File: src/rtl/latch_write_sequencer_pkg.sv
// Shared types and helpers for the latch write sequencer.
// Holds the FSM state encoding and the phase-counter width calculation.
package latch_write_sequencer_pkg;

   typedef enum logic [2:0] {
      ST_PRESET = 3'd0,
      ST_IDLE   = 3'd1,
      ST_SETUP  = 3'd2,
      ST_PULSE  = 3'd3,
      ST_HOLD   = 3'd4
   } lws_state_t;

   // Counter loads (phase length - 1), so clog2 of the longest phase suffices.
   function automatic int cnt_width(input int a, input int b, input int c, input int d);
      int m;
      m = a;
      if (b > m) m = b;
      if (c > m) m = c;
      if (d > m) m = d;
      return (m <= 2) ? 1 : $clog2(m);
   endfunction

endpackage

File: src/rtl/latch_write_sequencer_phase_timer.sv
// Loadable down-counter with terminal-count flag, shared by all sequencer phases.
// Loading N-1 makes tc rise after N cycles in the phase.
module latch_write_sequencer_phase_timer #(
   parameter int             CW      = 1,
   parameter logic [CW-1:0]  RST_VAL = '0
) (
   input  logic          clk,
   input  logic          rst_n,
   input  logic          load,
   input  logic [CW-1:0] load_val,
   output logic          tc
);

   logic [CW-1:0] cnt;

   always_ff @(posedge clk or negedge rst_n) begin
      if (!rst_n) begin
         cnt <= RST_VAL;
      end else if (load) begin
         cnt <= load_val;
      end else if (cnt != '0) begin
         cnt <= cnt - CW'(1);
      end
   end

   assign tc = (cnt == '0);

endmodule

File: src/rtl/latch_write_sequencer.sv
// Write sequencer for a transparent latch bank with active-low gate and async preset.
// All latch-side outputs are registered from the next state so they never glitch.
module latch_write_sequencer #(
   parameter int WIDTH     = 4,
   parameter int SETUP_CYC = 1,
   parameter int PULSE_CYC = 2,
   parameter int HOLD_CYC  = 1,
   parameter int PRE_CYC   = 2
) (
   input  logic             clk,
   input  logic             rst_n,
   input  logic [WIDTH-1:0] wr_data,
   input  logic             wr_valid,
   output logic             wr_ready,
   input  logic             preset_req,
   output logic [WIDTH-1:0] lat_d,
   output logic             lat_g_n,
   output logic             lat_pre,
   output logic [WIDTH-1:0] shadow,
   output logic             busy,
   output logic             done
);

   import latch_write_sequencer_pkg::*;

   localparam int            CW       = cnt_width(SETUP_CYC, PULSE_CYC, HOLD_CYC, PRE_CYC);
   localparam logic [CW-1:0] SETUP_LD = CW'(SETUP_CYC - 1);
   localparam logic [CW-1:0] PULSE_LD = CW'(PULSE_CYC - 1);
   localparam logic [CW-1:0] HOLD_LD  = CW'(HOLD_CYC - 1);
   localparam logic [CW-1:0] PRE_LD   = CW'(PRE_CYC - 1);

   lws_state_t       state, state_nxt;
   logic             tmr_load;
   logic [CW-1:0]    tmr_val;
   logic             tmr_tc;
   logic [WIDTH-1:0] lat_d_nxt;
   logic [WIDTH-1:0] shadow_nxt;
   logic             done_nxt;

   // Counter comes out of reset preloaded so the reset preset lasts PRE_CYC cycles.
   latch_write_sequencer_phase_timer #(
      .CW      (CW),
      .RST_VAL (PRE_LD)
   ) u_timer (
      .clk      (clk),
      .rst_n    (rst_n),
      .load     (tmr_load),
      .load_val (tmr_val),
      .tc       (tmr_tc)
   );

   always_comb begin
      state_nxt  = state;
      tmr_load   = 1'b0;
      tmr_val    = '0;
      lat_d_nxt  = lat_d;
      shadow_nxt = shadow;
      done_nxt   = 1'b0;
      case (state)
         ST_PRESET: begin
            if (tmr_tc) begin
               state_nxt  = ST_IDLE;
               shadow_nxt = '1;
               done_nxt   = 1'b1;
            end
         end
         ST_IDLE: begin
            // Preset has priority; a simultaneous write is simply not taken.
            if (preset_req) begin
               state_nxt = ST_PRESET;
               tmr_load  = 1'b1;
               tmr_val   = PRE_LD;
            end else if (wr_valid) begin
               state_nxt = ST_SETUP;
               tmr_load  = 1'b1;
               tmr_val   = SETUP_LD;
               lat_d_nxt = wr_data;
            end
         end
         ST_SETUP: begin
            if (tmr_tc) begin
               state_nxt = ST_PULSE;
               tmr_load  = 1'b1;
               tmr_val   = PULSE_LD;
            end
         end
         ST_PULSE: begin
            if (tmr_tc) begin
               state_nxt = ST_HOLD;
               tmr_load  = 1'b1;
               tmr_val   = HOLD_LD;
            end
         end
         ST_HOLD: begin
            if (tmr_tc) begin
               state_nxt  = ST_IDLE;
               shadow_nxt = lat_d;
               done_nxt   = 1'b1;
            end
         end
         default: begin
            state_nxt = ST_PRESET;
            tmr_load  = 1'b1;
            tmr_val   = PRE_LD;
         end
      endcase
   end

   always_ff @(posedge clk or negedge rst_n) begin
      if (!rst_n) begin
         state    <= ST_PRESET;
         lat_pre  <= 1'b1;
         lat_g_n  <= 1'b1;
         lat_d    <= '0;
         shadow   <= '1;
         wr_ready <= 1'b0;
         busy     <= 1'b1;
         done     <= 1'b0;
      end else begin
         state    <= state_nxt;
         lat_pre  <= (state_nxt == ST_PRESET);
         lat_g_n  <= (state_nxt != ST_PULSE);
         lat_d    <= lat_d_nxt;
         shadow   <= shadow_nxt;
         wr_ready <= (state_nxt == ST_IDLE);
         busy     <= (state_nxt != ST_IDLE);
         done     <= done_nxt;
      end
   end

endmodule

File: config.mk
export PLATFORM = sky130hd
export DESIGN_NAME = latch_write_sequencer
export DESIGN_NICKNAME = d
export VERILOG_FILES = /design/src/rtl/latch_write_sequencer_pkg.sv /design/src/rtl/latch_write_sequencer_phase_timer.sv /design/src/rtl/latch_write_sequencer.sv
export SDC_FILE = /design/constraint.sdc
export NUM_CORES = 1
export LEC_CHECK = 0
export BUFFER_PORTS_ARGS = -buffer_cell sky130_fd_sc_hd__buf_4
export CORE_MARGIN = 2
export CORE_UTILIZATION = 30
export DETAILED_ROUTE_END_ITERATION = 12
export PLACE_DENSITY = 0.5
export SLEW_MARGIN = 15
export SYNTH_ARGS = -nofsm -noshare
export SYNTH_HDL_FRONTEND = slang
export SYNTH_SLANG_ARGS = --single-unit
File: constraint.sdc
create_clock -name clk -period 1.6 [get_ports clk]
set_clock_uncertainty 0.1 [all_clocks]
set_input_delay 0.08 -clock clk [delete_from_list [all_inputs] [get_ports clk]]
set_output_delay 0.08 -clock clk [all_outputs]
set_load 0.03 [all_outputs]
* After elaboration in Yosys (flattened, before gate mapping)
Cells that the tools add are included.
Widths: inputs -> output; s select.
** Cells by class
- Add/sub/neg operators :: 1
- Equal/unequal tests :: 9
- Muxes and demuxes :: 18
- Bitwise gates (word level) :: 1
- Reductions and logical operators :: 8
** Operator list (count)
- $mux 3 :: 5
- $pmux 3 s4 :: 1
- $mux 4 :: 2
- $pmux 4 s2 :: 1
- $mux 1 :: 7
- $eq 3x1->1 const B :: 2
- $eq 3x2->1 const B :: 2
- $logic_not 3->1 :: 2
- $pmux 1 s3 :: 2
- $reduce_and 3->1 :: 2
- $ne 2x2->1 const B :: 2
- $reduce_or 2->1 :: 2
- $eq 3x3->1 const B :: 1
- $ne 3x1->1 const B :: 1
- $ne 3x2->1 const B :: 1
- $reduce_or 3->1 :: 1
- $reduce_bool 2->1 :: 1
- $not 1->1 :: 1
- $sub 1x1->1 const B :: 1
** Word-level totals
- Register bits :: 17
- Input bits :: 8
- Output and inout bits :: 13
- Logic and storage cells :: 46

* Logic depth before layout (Yosys ltp)
- Depth after elaboration :: 4
- Depth in mapped cells :: 4
- Depth with buffers taken out :: 3

* By module
A second synthesis with hierarchy kept.
** Unflattened totals
- Cells, all modules :: 68
- Area total of the unflattened synthesis :: 762.0 µm²
** By module, submodules not included
- latch_write_sequencer :: times used 1, cells each 65, area an instance 725.7 µm², sequential area each 409.1 µm²
- latch_write_sequencer_phase_timer :: times used 1, cells each 3, area an instance 36.3 µm², sequential area each 26.3 µm²

* Worst setup path after synthesis
Ideal clock, no wire load.
- Path kind :: register to register
- From :: reg state[1]
- To :: reg lat_d[0]
- Setup time :: 0.125 ns
- Arrival :: 1.167 ns
- Required time :: 1.375 ns
- Path slack :: 0.208 ns
- Cell stages (with the launch flop) :: 5
- Path buffers :: 1
- Period minus slack after synthesis :: 1.392 ns
- Path through :: dfrtp_1 -> buf_6 -> nor4b_4 -> nand2_2 -> mux2_4
** On the way
- Longest elaborated chain between the ends :: 2
** RTL lines
- start: declaration :: RTL line latch_write_sequencer.sv:32 : lws_state_t state, state_nxt;
- start signal: assignment :: RTL line latch_write_sequencer.sv:120 : state <= state_nxt;
- $eq 3x1->1 :: RTL line latch_write_sequencer.sv:59 : case (state)
- $reduce_and 3->1 (no line)
- end signal: assignment :: RTL line latch_write_sequencer.sv:123 : lat_d <= lat_d_nxt;
- end: declaration :: RTL line latch_write_sequencer.sv:16 : output logic [WIDTH-1:0] lat_d,
No other way between the ends.
A chain may end at the register's enable or synchronous reset.

* Final worst setup path
- From :: in preset_req
- To :: reg lat_d[2]
** On the way
- Longest elaborated chain between the ends :: 2
** RTL lines
- start: declaration :: RTL line latch_write_sequencer.sv:15 : input logic preset_req,
- $not 1->1 (no line)
- $reduce_and 3->1 (no line)
No other way between the ends.

==> impl_metrics.tcl <==
set metrics [dict create \
    core-area_um2 2250 \
    p_leak_nw 0.469 \
    cp.required_ns 1.68 \
    synthAdderAreaFrac_pct 0 \
    reg2reg_to "lat_d[2]$_DFFE_PN0P_" \
    cts_buffers 3 \
    crit_family "buffers and inverters" \
    ys.flop_type "dfrtp_1" \
    cp-start-kind "primary input" \
    ctsHoldBuffers 6 \
    reg2reg_slack_ns 0.20 \
    tightest_slew_ns 0.282 \
    fin_nets 99 \
    synth.cell_area_um2 726 \
    intPower_mw 1.22 \
    die_h_um 53.2 \
    syn-num-nets 67 \
    rr_startpoint "state[2]$_DFF_PN0_" \
    async_flop_share_pct 100 \
    place_hpwl_um 1030 \
    clk_pin_slew_ns 0.09 \
    clockPowerShare_pct 10.8 \
    drive_above_1_share_pct 46.7 \
    holdWs_ns 0.0743 \
    seqCellArea_um2 435 \
    route.detailed.drc 0 \
    antenna_found_initial 0 \
    antennaDiodeCount 0 \
    path_buf_inv 2 \
    syn_avg_cell_area_um2 12.3 \
    port_buffers 20 \
    synth_top_area_cell "dfrtp_1" \
    fin_cells 118 \
    maxCapViolations 0 \
    drt_pre_antenna_iters 4 \
    htree_levels 1 \
    ys_seq_elements 17 \
    place_inst 108 \
    synth.mux.area_fraction_pct 8.28 \
    synthTopCellsByArea "dfrtp_1 (31%), dfstp_2 (29%), mux2_4 (8.3%), a31oi_1 (3.4%), nor4b_4 (3.3%)" \
    vias 508 \
    synthCells 59 \
    synthXorXnorAreaFrac_pct 0 \
    slew_headroom_pct 81.0 \
    grt_pass1_wl_um 2350 \
    max_freq_ghz 0.707 \
    clkLatencyLatePin_ns 0.28 \
    drt-initial-drc-count 11 \
    cts-resized-gates 0 \
    fin_tns_setup_ns 0 \
    root_buffer "clkbuf_4" \
    cts_setup_buffers 0 \
    crit_path_max_incr_delay_ns 0.54 \
    antenna_left 0 \
    powerDensity_nw_per_um2 2050 \
    cp.arrival_ns 1.49 \
    pwr-share-comb_pct 51.1 \
    die-area_um2 2830 \
    finalHoldViolations 0 \
    rsz0062_at_grt "no" \
    timing.final.crit_share_pct 88.4 \
    synth_top_cell_area_share_pct 31.0 \
    clk_path_buf_depth 2 \
    synth_cell_type_count 22 \
    gp_congestion 0.668 \
    final_max_slew_viol_count 0 \
    synth_compound_area_share_pct 10.3 \
    vdd_drop_max_uv 796 \
    yosysMostFrequentCell "dfrtp_1" \
    critPathMaxFanout 5 \
    grt_overflow 0 \
    grt_start_max_net_pins 18 \
    initial_core_util_pct 32.2 \
    hp-start "wr_valid" \
    power_switching_uw 838 \
    floorplan.rows 17 \
    cp_slowest_cell "dlygate4sd3_1" \
    fillCellCount 238 \
    path_class "in -> reg" \
    cp-end-kind "flop" \
    holdCritPathClass "in -> reg" \
    cts_tree "done" \
    die_w_um 53.2 \
    io_pins 21 \
    seq_area_frac_synth_pct 60.0 \
    path_cells "dlygate4sd3_1 > buf_4 > nor4b_4 > nand2_2 > mux2_4" \
    yosys_warnings 0 \
    wl_per_cell_um 11.7 \
    gr-usage-all-layers_pct 12.0 \
    cts_sinks 17 \
    synth_top_family_by_area "simple AND/OR/NAND/NOR gates" \
    p_sw_share_pct 40.7 \
    drt-vias-per-instance 4.31 \
    status "finished, final reports clean" \
    syn_to_final_growth_pct 38.6 \
    p_total_mw 2.06 \
    r2r_cells 3 \
    wirelength_um 1380 \
    grt_pass1_vias 487 \
    min_to "state[1]$_DFF_PN0_" \
    synth_commonest_cells "dfrtp_1 (9), dfstp_2 (8), nor2_1 (6)" \
    seq_power_share_pct 38.1 \
    setup_violations 0 \
    multi_input_area_um2 250 \
    holdPathStages 3 \
    synth_simple_gate_area_share_pct 15.9 \
    period_needed_ns 1.41 \
    final_util_pct 44.6 \
    synth-edff-count 0 \
]
## registers in the layout, summed over array words and instances, names as in the netlist
name,count
lat_pre,1
lat_d,4
lat_g_n,1
u_timer.cnt,1
done,1
state,3
shadow,4
busy,1
wr_ready,1
## kinds of logic (layout without fill, tap and decap cells)
logic type,count (synthesis),count (layout)
buf+inv,8,39
compound gates,12,12
mux,4,4
flops,17,17
simple gates,18,18
## power by group through the flow
stage                     registers (mW)  clock network, mW  logic, mW
after global routing               0.814              0.253       1.15
final                              0.784              0.222       1.05
after floorplan                     1.06                  0      0.419
after global placement             0.785                  0       1.04
after detailed placement           0.796                  0       1.05
after CTS                          0.786              0.238       1.07
## final cells by class
| cell class | instances | share of cell area [%] |
|---|---|---|
| sequential | 17 | 43.3 |
| multi-input combinational | 34 | 24.9 |
| timing repair buffer | 30 | 23.9 |
| tap | 28 | 3.48 |
| clock buffer | 4 | 2.61 |
| inverter | 5 | 1.87 |
## cells in the final DEF (no fill, tap or decap), drive strengths merged
master and n:
buf 24, dfrtp 9, dfstp 8, nor2 6, dlygate4sd3 6, inv 5
o21ai 4, mux2 4, a31oi 4, nand2 4, clkbuf 4, nor2b 2
nor4b 2, a32o 1, and2 1, o21bai 1, nand2b 1, o211ai 1
nor3b 1, a21oi 1, nor3 1
## how the worst max path moves through the flow
stage                             from                    to  slack (ns)  cells after the start
floorplan           state[1]$_DFF_PN0_  lat_d[0]$_DFFE_PN0P_        0.21                      4
global placement    state[2]$_DFF_PN0_  lat_d[1]$_DFFE_PN0P_        0.25                      3
global route        state[2]$_DFF_PN0_  lat_d[2]$_DFFE_PN0P_        0.09                      3
finish                      preset_req  lat_d[2]$_DFFE_PN0P_        0.19                      5
detailed placement  state[2]$_DFF_PN0_  lat_d[0]$_DFFE_PN0P_        0.20                      3
CTS                 state[2]$_DFF_PN0_  lat_d[0]$_DFFE_PN0P_        0.19                      3
## worst min-delay path, delay by kind of cell
| family | cells | cell delay [ns] |
|---|---|---|
| AOI/OAI and AO/OA | 1 | 0.13 |
| and+or+nand+nor | 1 | 0.11 |
| buffers and inverters | 1 | 0.09 |
## stage by stage
stage          instance area (µm²)  setup WS (ns)
2_1_floorplan                  726          0.208
3_3_place_gp                   920          0.246
3_5_place_dp                   920          0.202
4_1_cts                       1010          0.190
5_1_grt                       1010         0.0867
6_report                      1010          0.186
## layer usage
metal / share of wire (%) / track usage (%) / up-vias / wire, µm
li1: - / - / 261 / -
met5: 0 / 0 / - / 0
met2: 46 / 17.1 / 12 / 636
met1: 48 / 16.2 / 233 / 661
met4: 2.0 / 8.97 / 0 / 27
met3: 4.1 / 1.69 / 2 / 56
(Power assumes the default switching activity.)
